===== config.mk =====
export PLATFORM = sky130hd
export DESIGN_NAME = mem_arbiter_flat
export DESIGN_NICKNAME = d
export VERILOG_FILES = /design/src/rtl/mem_arb_pkg.sv /design/src/rtl/mem_arbiter_if.sv /design/src/rtl/mem_req_hold.sv /design/src/rtl/mem_arbiter.sv /design/src/flat_wrapper.sv
export SDC_FILE = /design/constraint.sdc
export NUM_CORES = 1
export LEC_CHECK = 0
export ABC_AREA = 1
export CAP_MARGIN = 20
export CELL_PAD_IN_SITES_DETAIL_PLACEMENT = 1
export CELL_PAD_IN_SITES_GLOBAL_PLACEMENT = 1
export CORE_MARGIN = 1.5
export CORE_UTILIZATION = 25
export DETAILED_ROUTE_END_ITERATION = 8
export PLACE_DENSITY_LB_ADDON = 0.3
export SYNTH_ARGS = -nofsm -noshare
export SYNTH_HDL_FRONTEND = slang
export SYNTH_SLANG_ARGS = --single-unit
export TNS_END_PERCENT = 5

===== constraint.sdc =====
create_clock -name clk -period 1.2 [get_ports clk]
set_input_delay 0.18 -clock clk [delete_from_list [all_inputs] [get_ports clk]]
set_output_delay 0.18 -clock clk [all_outputs]
set_load 0.02 [all_outputs]

===== src/rtl/mem_arb_pkg.sv =====
// Shared definitions for the two-port memory arbiter: FSM encoding and
// request-op field widths.
package mem_arb_pkg;

    localparam int READ_OP_W  = 3;
    localparam int WRITE_OP_W = 2;
    localparam int OP_NONE    = 0;

    typedef enum logic [1:0] {
        IDLE  = 2'd0,
        ISSUE = 2'd1,
        WAIT  = 2'd2
    } state_t;

endpackage


===== src/rtl/mem_arbiter_if.sv =====
// One memory-protocol link: request strobe/fields one way, ready/rdata back.
// The requester side uses master, the responder side uses slave.
interface mem_arbiter_if
    import mem_arb_pkg::*;
#(
    parameter int ADDR_WIDTH = 32,
    parameter int DATA_WIDTH = 32
) ();

    logic                  init;
    logic [READ_OP_W-1:0]  read_op;
    logic [WRITE_OP_W-1:0] write_op;
    logic [ADDR_WIDTH-1:0] addr;
    logic [DATA_WIDTH-1:0] wdata;
    logic [DATA_WIDTH-1:0] rdata;
    logic                  ready;

    modport master (output init, read_op, write_op, addr, wdata,
                    input  rdata, ready);
    modport slave  (input  init, read_op, write_op, addr, wdata,
                    output rdata, ready);

endinterface


===== src/rtl/mem_req_hold.sv =====
// Per-port request capture: pending flag plus holding registers for one
// strobed request.
module mem_req_hold
    import mem_arb_pkg::*;
#(
    parameter int ADDR_WIDTH = 32,
    parameter int DATA_WIDTH = 32
) (
    input  logic                  clk,
    input  logic                  reset,
    input  logic                  init,
    input  logic [READ_OP_W-1:0]  read_op,
    input  logic [WRITE_OP_W-1:0] write_op,
    input  logic [ADDR_WIDTH-1:0] addr,
    input  logic [DATA_WIDTH-1:0] wdata,
    input  logic                  clr,
    output logic                  pending,
    output logic [READ_OP_W-1:0]  hold_read_op,
    output logic [WRITE_OP_W-1:0] hold_write_op,
    output logic [ADDR_WIDTH-1:0] hold_addr,
    output logic [DATA_WIDTH-1:0] hold_wdata
);

    logic load;

    // A new strobe is accepted only when the slot is free or is being freed
    // this very cycle; a strobe into an occupied slot is dropped.
    assign load = init && (!pending || clr);

    always_ff @(posedge clk) begin
        if (!reset) begin
            pending       <= 1'b0;
            hold_read_op  <= READ_OP_W'(OP_NONE);
            hold_write_op <= WRITE_OP_W'(OP_NONE);
            hold_addr     <= '0;
            hold_wdata    <= '0;
        end else if (load) begin
            pending       <= 1'b1;
            hold_read_op  <= read_op;
            hold_write_op <= write_op;
            hold_addr     <= addr;
            hold_wdata    <= wdata;
        end else if (clr) begin
            pending <= 1'b0;
        end
    end

endmodule


===== src/rtl/mem_arbiter.sv =====
// Two-requester memory arbiter: captures strobed requests, issues one at a
// time downstream and round-robins between ports on contention.
module mem_arbiter
    import mem_arb_pkg::*;
#(
    parameter int ADDR_WIDTH = 32,
    parameter int DATA_WIDTH = 32
) (
    input  logic          clk,
    input  logic          reset,
    mem_arbiter_if.slave  m0,
    mem_arbiter_if.slave  m1,
    mem_arbiter_if.master mem,
    output logic          busy
);

    state_t                state;
    logic                  grant;
    logic                  last_grant;
    logic                  done;
    logic [1:0]            pending;
    logic [1:0]            cand;
    logic [1:0]            clr;
    logic [READ_OP_W-1:0]  h_read_op  [2];
    logic [WRITE_OP_W-1:0] h_write_op [2];
    logic [ADDR_WIDTH-1:0] h_addr     [2];
    logic [DATA_WIDTH-1:0] h_wdata    [2];

    // Completion is suppressed while reset is asserted so an abandoned
    // transaction never reports ready.
    assign done = reset && (state == WAIT) && mem.ready;
    assign clr  = {done & grant, done & ~grant};
    assign cand = {pending[1] | m1.init, pending[0] | m0.init};

    mem_req_hold #(.ADDR_WIDTH(ADDR_WIDTH), .DATA_WIDTH(DATA_WIDTH)) u_hold0 (
        .clk(clk), .reset(reset), .init(m0.init), .read_op(m0.read_op),
        .write_op(m0.write_op), .addr(m0.addr), .wdata(m0.wdata), .clr(clr[0]),
        .pending(pending[0]), .hold_read_op(h_read_op[0]),
        .hold_write_op(h_write_op[0]), .hold_addr(h_addr[0]), .hold_wdata(h_wdata[0])
    );

    mem_req_hold #(.ADDR_WIDTH(ADDR_WIDTH), .DATA_WIDTH(DATA_WIDTH)) u_hold1 (
        .clk(clk), .reset(reset), .init(m1.init), .read_op(m1.read_op),
        .write_op(m1.write_op), .addr(m1.addr), .wdata(m1.wdata), .clr(clr[1]),
        .pending(pending[1]), .hold_read_op(h_read_op[1]),
        .hold_write_op(h_write_op[1]), .hold_addr(h_addr[1]), .hold_wdata(h_wdata[1])
    );

    // last_grant resets to 1 so port 0 wins the first tie.
    always_ff @(posedge clk) begin
        if (!reset) begin
            state      <= IDLE;
            grant      <= 1'b0;
            last_grant <= 1'b1;
        end else begin
            case (state)
                IDLE: begin
                    if (cand != 2'b00) begin
                        state <= ISSUE;
                        grant <= (cand == 2'b11) ? ~last_grant : cand[1];
                    end
                end
                ISSUE: state <= WAIT;
                WAIT: begin
                    if (mem.ready) begin
                        last_grant <= grant;
                        state      <= IDLE;
                    end
                end
                default: state <= IDLE;
            endcase
        end
    end

    always_comb begin
        busy         = (state != IDLE);
        mem.init     = (state == ISSUE);
        mem.read_op  = '0;
        mem.write_op = '0;
        mem.addr     = '0;
        mem.wdata    = '0;
        if (busy) begin
            mem.read_op  = h_read_op[grant];
            mem.write_op = h_write_op[grant];
            mem.addr     = h_addr[grant];
            mem.wdata    = h_wdata[grant];
        end
        m0.ready = clr[0];
        m1.ready = clr[1];
        m0.rdata = clr[0] ? mem.rdata : '0;
        m1.rdata = clr[1] ? mem.rdata : '0;
    end

endmodule


===== src/flat_wrapper.sv =====
// flat-port wrapper written by rule: the top's interface ports become plain ports
module mem_arbiter_flat import mem_arb_pkg::*;
#(
    parameter int ADDR_WIDTH = 32,
    parameter int DATA_WIDTH = 32
)
  (clk, reset, busy, m0_init, m0_read_op, m0_write_op, m0_addr, m0_wdata, m0_rdata, m0_ready, m1_init, m1_read_op, m1_write_op, m1_addr, m1_wdata, m1_rdata, m1_ready, mem_init, mem_read_op, mem_write_op, mem_addr, mem_wdata, mem_rdata, mem_ready);
  mem_arbiter_if #(.ADDR_WIDTH(ADDR_WIDTH), .DATA_WIDTH(DATA_WIDTH)) m0_i ();
  mem_arbiter_if #(.ADDR_WIDTH(ADDR_WIDTH), .DATA_WIDTH(DATA_WIDTH)) m1_i ();
  mem_arbiter_if #(.ADDR_WIDTH(ADDR_WIDTH), .DATA_WIDTH(DATA_WIDTH)) mem_i ();
  input  logic clk;
  input  logic reset;
  output logic busy;
  input wire logic [$bits(m0_i.init)-1:0] m0_init;
  input wire logic [$bits(m0_i.read_op)-1:0] m0_read_op;
  input wire logic [$bits(m0_i.write_op)-1:0] m0_write_op;
  input wire logic [$bits(m0_i.addr)-1:0] m0_addr;
  input wire logic [$bits(m0_i.wdata)-1:0] m0_wdata;
  output wire logic [$bits(m0_i.rdata)-1:0] m0_rdata;
  output wire logic [$bits(m0_i.ready)-1:0] m0_ready;
  input wire logic [$bits(m1_i.init)-1:0] m1_init;
  input wire logic [$bits(m1_i.read_op)-1:0] m1_read_op;
  input wire logic [$bits(m1_i.write_op)-1:0] m1_write_op;
  input wire logic [$bits(m1_i.addr)-1:0] m1_addr;
  input wire logic [$bits(m1_i.wdata)-1:0] m1_wdata;
  output wire logic [$bits(m1_i.rdata)-1:0] m1_rdata;
  output wire logic [$bits(m1_i.ready)-1:0] m1_ready;
  output wire logic [$bits(mem_i.init)-1:0] mem_init;
  output wire logic [$bits(mem_i.read_op)-1:0] mem_read_op;
  output wire logic [$bits(mem_i.write_op)-1:0] mem_write_op;
  output wire logic [$bits(mem_i.addr)-1:0] mem_addr;
  output wire logic [$bits(mem_i.wdata)-1:0] mem_wdata;
  input wire logic [$bits(mem_i.rdata)-1:0] mem_rdata;
  input wire logic [$bits(mem_i.ready)-1:0] mem_ready;
  assign m0_i.init = m0_init;
  assign m0_i.read_op = m0_read_op;
  assign m0_i.write_op = m0_write_op;
  assign m0_i.addr = m0_addr;
  assign m0_i.wdata = m0_wdata;
  assign m0_rdata = m0_i.rdata;
  assign m0_ready = m0_i.ready;
  assign m1_i.init = m1_init;
  assign m1_i.read_op = m1_read_op;
  assign m1_i.write_op = m1_write_op;
  assign m1_i.addr = m1_addr;
  assign m1_i.wdata = m1_wdata;
  assign m1_rdata = m1_i.rdata;
  assign m1_ready = m1_i.ready;
  assign mem_init = mem_i.init;
  assign mem_read_op = mem_i.read_op;
  assign mem_write_op = mem_i.write_op;
  assign mem_addr = mem_i.addr;
  assign mem_wdata = mem_i.wdata;
  assign mem_i.rdata = mem_rdata;
  assign mem_i.ready = mem_ready;
  mem_arbiter #(.ADDR_WIDTH(ADDR_WIDTH), .DATA_WIDTH(DATA_WIDTH)) u_core (.clk(clk), .reset(reset), .m0(m0_i), .m1(m1_i), .mem(mem_i), .busy(busy));
endmodule

==> flow_summary.json <==
{
  "status": "complete, but fails checks",
  "violations": "negative setup slack",
  "fin_skew_ns": 0.0182,
  "fmax_mhz": 556,
  "critPathMaxFanout": 18,
  "grt.total_usage_pct": 18.7,
  "worst-setup-path-type": "flop to output pin",
  "gp_congestion": 0.800,
  "syn-cell-area_um2": 7830,
  "synthCells": 1276,
  "clockRootBuffer": "clkbuf_16",
  "grt-ovfl-total": 0,
  "final_max_slew_viol_count": 0,
  "area_delta_synth_final_pct": 64.1,
  "fin_cells": 1998,
  "total_power_mw": 14.8,
  "finalSetupViolCount": 279,
  "ios": 312,
  "die_h_um": 180,
  "syn_avg_cell_area_um2": 6.13,
  "postLayoutCoreUtil_pct": 41.9,
  "wl_per_cell_um": 16.1,
  "final_area_um2": 12800,
  "post-route-drc-count": 0,
  "cap_violations": 0,
  "clock_latency_ns": 0.43,
  "min_period_over_period_pct": 150,
  "grt_pass1_vias": 8989,
  "cp_cell_sequence": "clkinv_8, buf_12, nand3_4, buf_12, inv_1, buf_4",
  "initial_core_util_pct": 25.5,
  "whs_ns": 0.248,
  "syn_nets": 1451,
  "placed_cells_incl_taps": 1938,
  "htreeDepth": 4,
  "yosysTopAreaCellShare_pct": 36.8,
  "ant_nets": 0,
  "avgViaCountPerCell": 4.56,
  "startpoint_type": "flop",
  "tritoncts": "built",
  "worstPathArrival_ns": 1.62,
  "peakVddDrop_mv": 0.714,
  "hold_class": "input pin to flop",
  "grt_antenna_before_repair": 2,
  "drive_above_1_share_pct": 22.6,
  "hold_viol": 0,
  "leakage_nw": 6.05,
  "critPathBufInv": 5,
  "fin_nets": 1763,
  "cellPowerDensity_nw_per_um2": 1150,
  "placed_area_um2": 11700,
  "seq_area_frac_synth_pct": 36.8,
  "cp.required_ns": 1.02,
  "portBuffers": 311,
  "clock-sinks": 144,
  "slew_headroom_pct": 61.5,
  "slowest_stage": "dfxtp_4",
  "fillers": 3907,
  "cp_slowest_stage_delay_ns": 0.43,
  "yosys_warnings": 0,
  "cp_top_family": "buffers and inverters",
  "rsz0062_at_grt": "true",
  "ys_top_cells_by_area": "dfxtp_1 37%, nand2_1 13%, a21oi_1 13%",
  "fp.dieArea_um2": 32400,
  "yosysTopAreaCell": "dfxtp_1",
  "tightest_slew_ns": 0.577,
  "worst_path_most_repeated_cell": "buf_12",
  "hpwl_um": 20700,
  "clkTransAtPathRegs_ns": 0.06,
  "clk_path_buf_depth": 2,
  "holdBufCountCts": 0,
  "drt_iter0_drc": 368,
  "finalWirelength_um": 32200,
  "crit_path_end_kind": "output pin",
  "grt_max_degree": 94,
  "synth_seq_cells": 144,
  "firstDrtPassIters": 4,
  "cts_buffers": 17,
  "grt_pass1_wl_um": 48600,
  "core_um2": 30700,
  "fin_ws_ns": -0.597,
  "rows": 64,
  "post-route-min-period_ns": 1.80,
  "synth_cell_type_count": 21,
  "die_w_um": 180,
  "vias": 9102
}
[final timing paths]
| check | start | endpoint | slack (ns) | cells after the start |
|---|---|---|---|---|
| min reg2reg | u_core.u_hold0.hold_addr[9] | u_core.u_hold0.hold_addr[9] | 0.48 | 2 |
| max reg2reg | u_core.grant | u_core.u_hold1.hold_addr[24] | -0.48 | 8 |
| min | m0_init | u_core.grant | 0.25 | 5 |
| max | u_core.grant | m0_ready | -0.60 | 6 |
[per-stage QoR]
step | TNS [ns] | worst slack [ns]
after floorplan | -29.41 | -0.173
after global placement | -178.01 | -0.798
after detailed placement | -180.75 | -0.858
after CTS | -138.12 | -0.738
after global routing | -150.19 | -0.662
final | -128.28 | -0.597
[Yosys cell counts]
cell / number
nand2_1: 280
nor2_1: 206
a21oi_1: 201
inv_1: 177
dfxtp_1: 144
nand3_1: 139
clkbuf_1: 58
buf_6: 13
buf_4: 12
buf_1: 11
buf_2: 11
a21oi_2: 10
inv_2: 3
nand2_2: 2
nand3_4: 2
or2_2: 2
buf_8: 1
nor2_4: 1
nor3_1: 1
o21a_1: 1
o21ai_1: 1
[registers in the layout, summed over array words and instances (netlist names)]
register / flops
u_core.u_hold0.hold_addr: 32
u_core.u_hold1.hold_read_op: 3
u_core.u_hold1.hold_write_op: 2
u_core.u_hold0.hold_wdata: 32
u_core.state: 2
u_core.u_hold0.hold_read_op: 3
u_core.grant: 1
u_core.u_hold0.hold_write_op: 2
u_core.u_hold1.pending: 1
u_core.u_hold0.pending: 1
u_core.last_grant: 1
u_core.u_hold1.hold_wdata: 32
u_core.u_hold1.hold_addr: 32
[worst reg2reg max path: stages, from the launching register on]
cell,delay (ns)
dfxtp_4,0.43
buf_12,0.19
nand3_4,0.09
buf_12,0.18
nand2_4,0.14
buf_12,0.25
nand3_1,0.19
nand2_1,0.08
nor2_1,0.04
[layer usage]
layer	share of wire (%)	GRT usage (%)	vias up	wire (um)
met5	0.053	0	-	17
met4	0.96	4.33	2	309
met3	4.6	3.30	18	1460
met2	49	32.6	242	15700
met1	46	23.7	4288	14700
li1	-	-	4552	-
[cell type report]
class	instances	area [um2]	area share, %
antenna	1	2.50	0.0195
clock buffer	19	433	3.37
sequential	144	2890	22.5
multi-input combinational	846	4110	32.0
inverter	180	688	5.36
clock inverter	13	130	1.01
timing repair buffer	399	4080	31.8
tap	396	495	3.86
[layout by cell type (no fill, tap or decap), types with 11 or more instances in the layout]
cell             synthesis  routed
buf_6                   13      43
buf_12                   0      25
nand3_1                139     138
clkbuf_16                0      23
a21oi_1                201     147
clkdlybuf4s50_1          0     171
buf_4                   12     147
a21oi_2                 10      51
inv_1                  177     176
a21oi_4                  0      13
nor2_2                   0      11
nor2_1                 206     191
nand2_1                280     270
dfxtp_1                144     141
[where the power goes]
group / leakage, nW / total (mW) / switching, mW / internal, mW
clock: 0.255 / 5.19 / 2.30 / 2.89
combinational: 4.60 / 4.17 / 2.18 / 1.99
sequential: 1.20 / 5.39 / 0.225 / 5.17
[cells by family after synthesis]
kind of cell,Yosys count,synth area share (%)
DFF,144,36.8
and+or+nand+nor,633,33.2
AOI/OAI and AO/OA,213,14.1
buffers and inverters,286,15.9
[repair_timing]
action                                  CTS  global route
cloned                                    3             6
endpoints found under the setup margin  279           279
pin swaps                                 1             5
buffers inserted                         11             9
resized for setup                       715            98
Power figures use the tool's default switching activity.
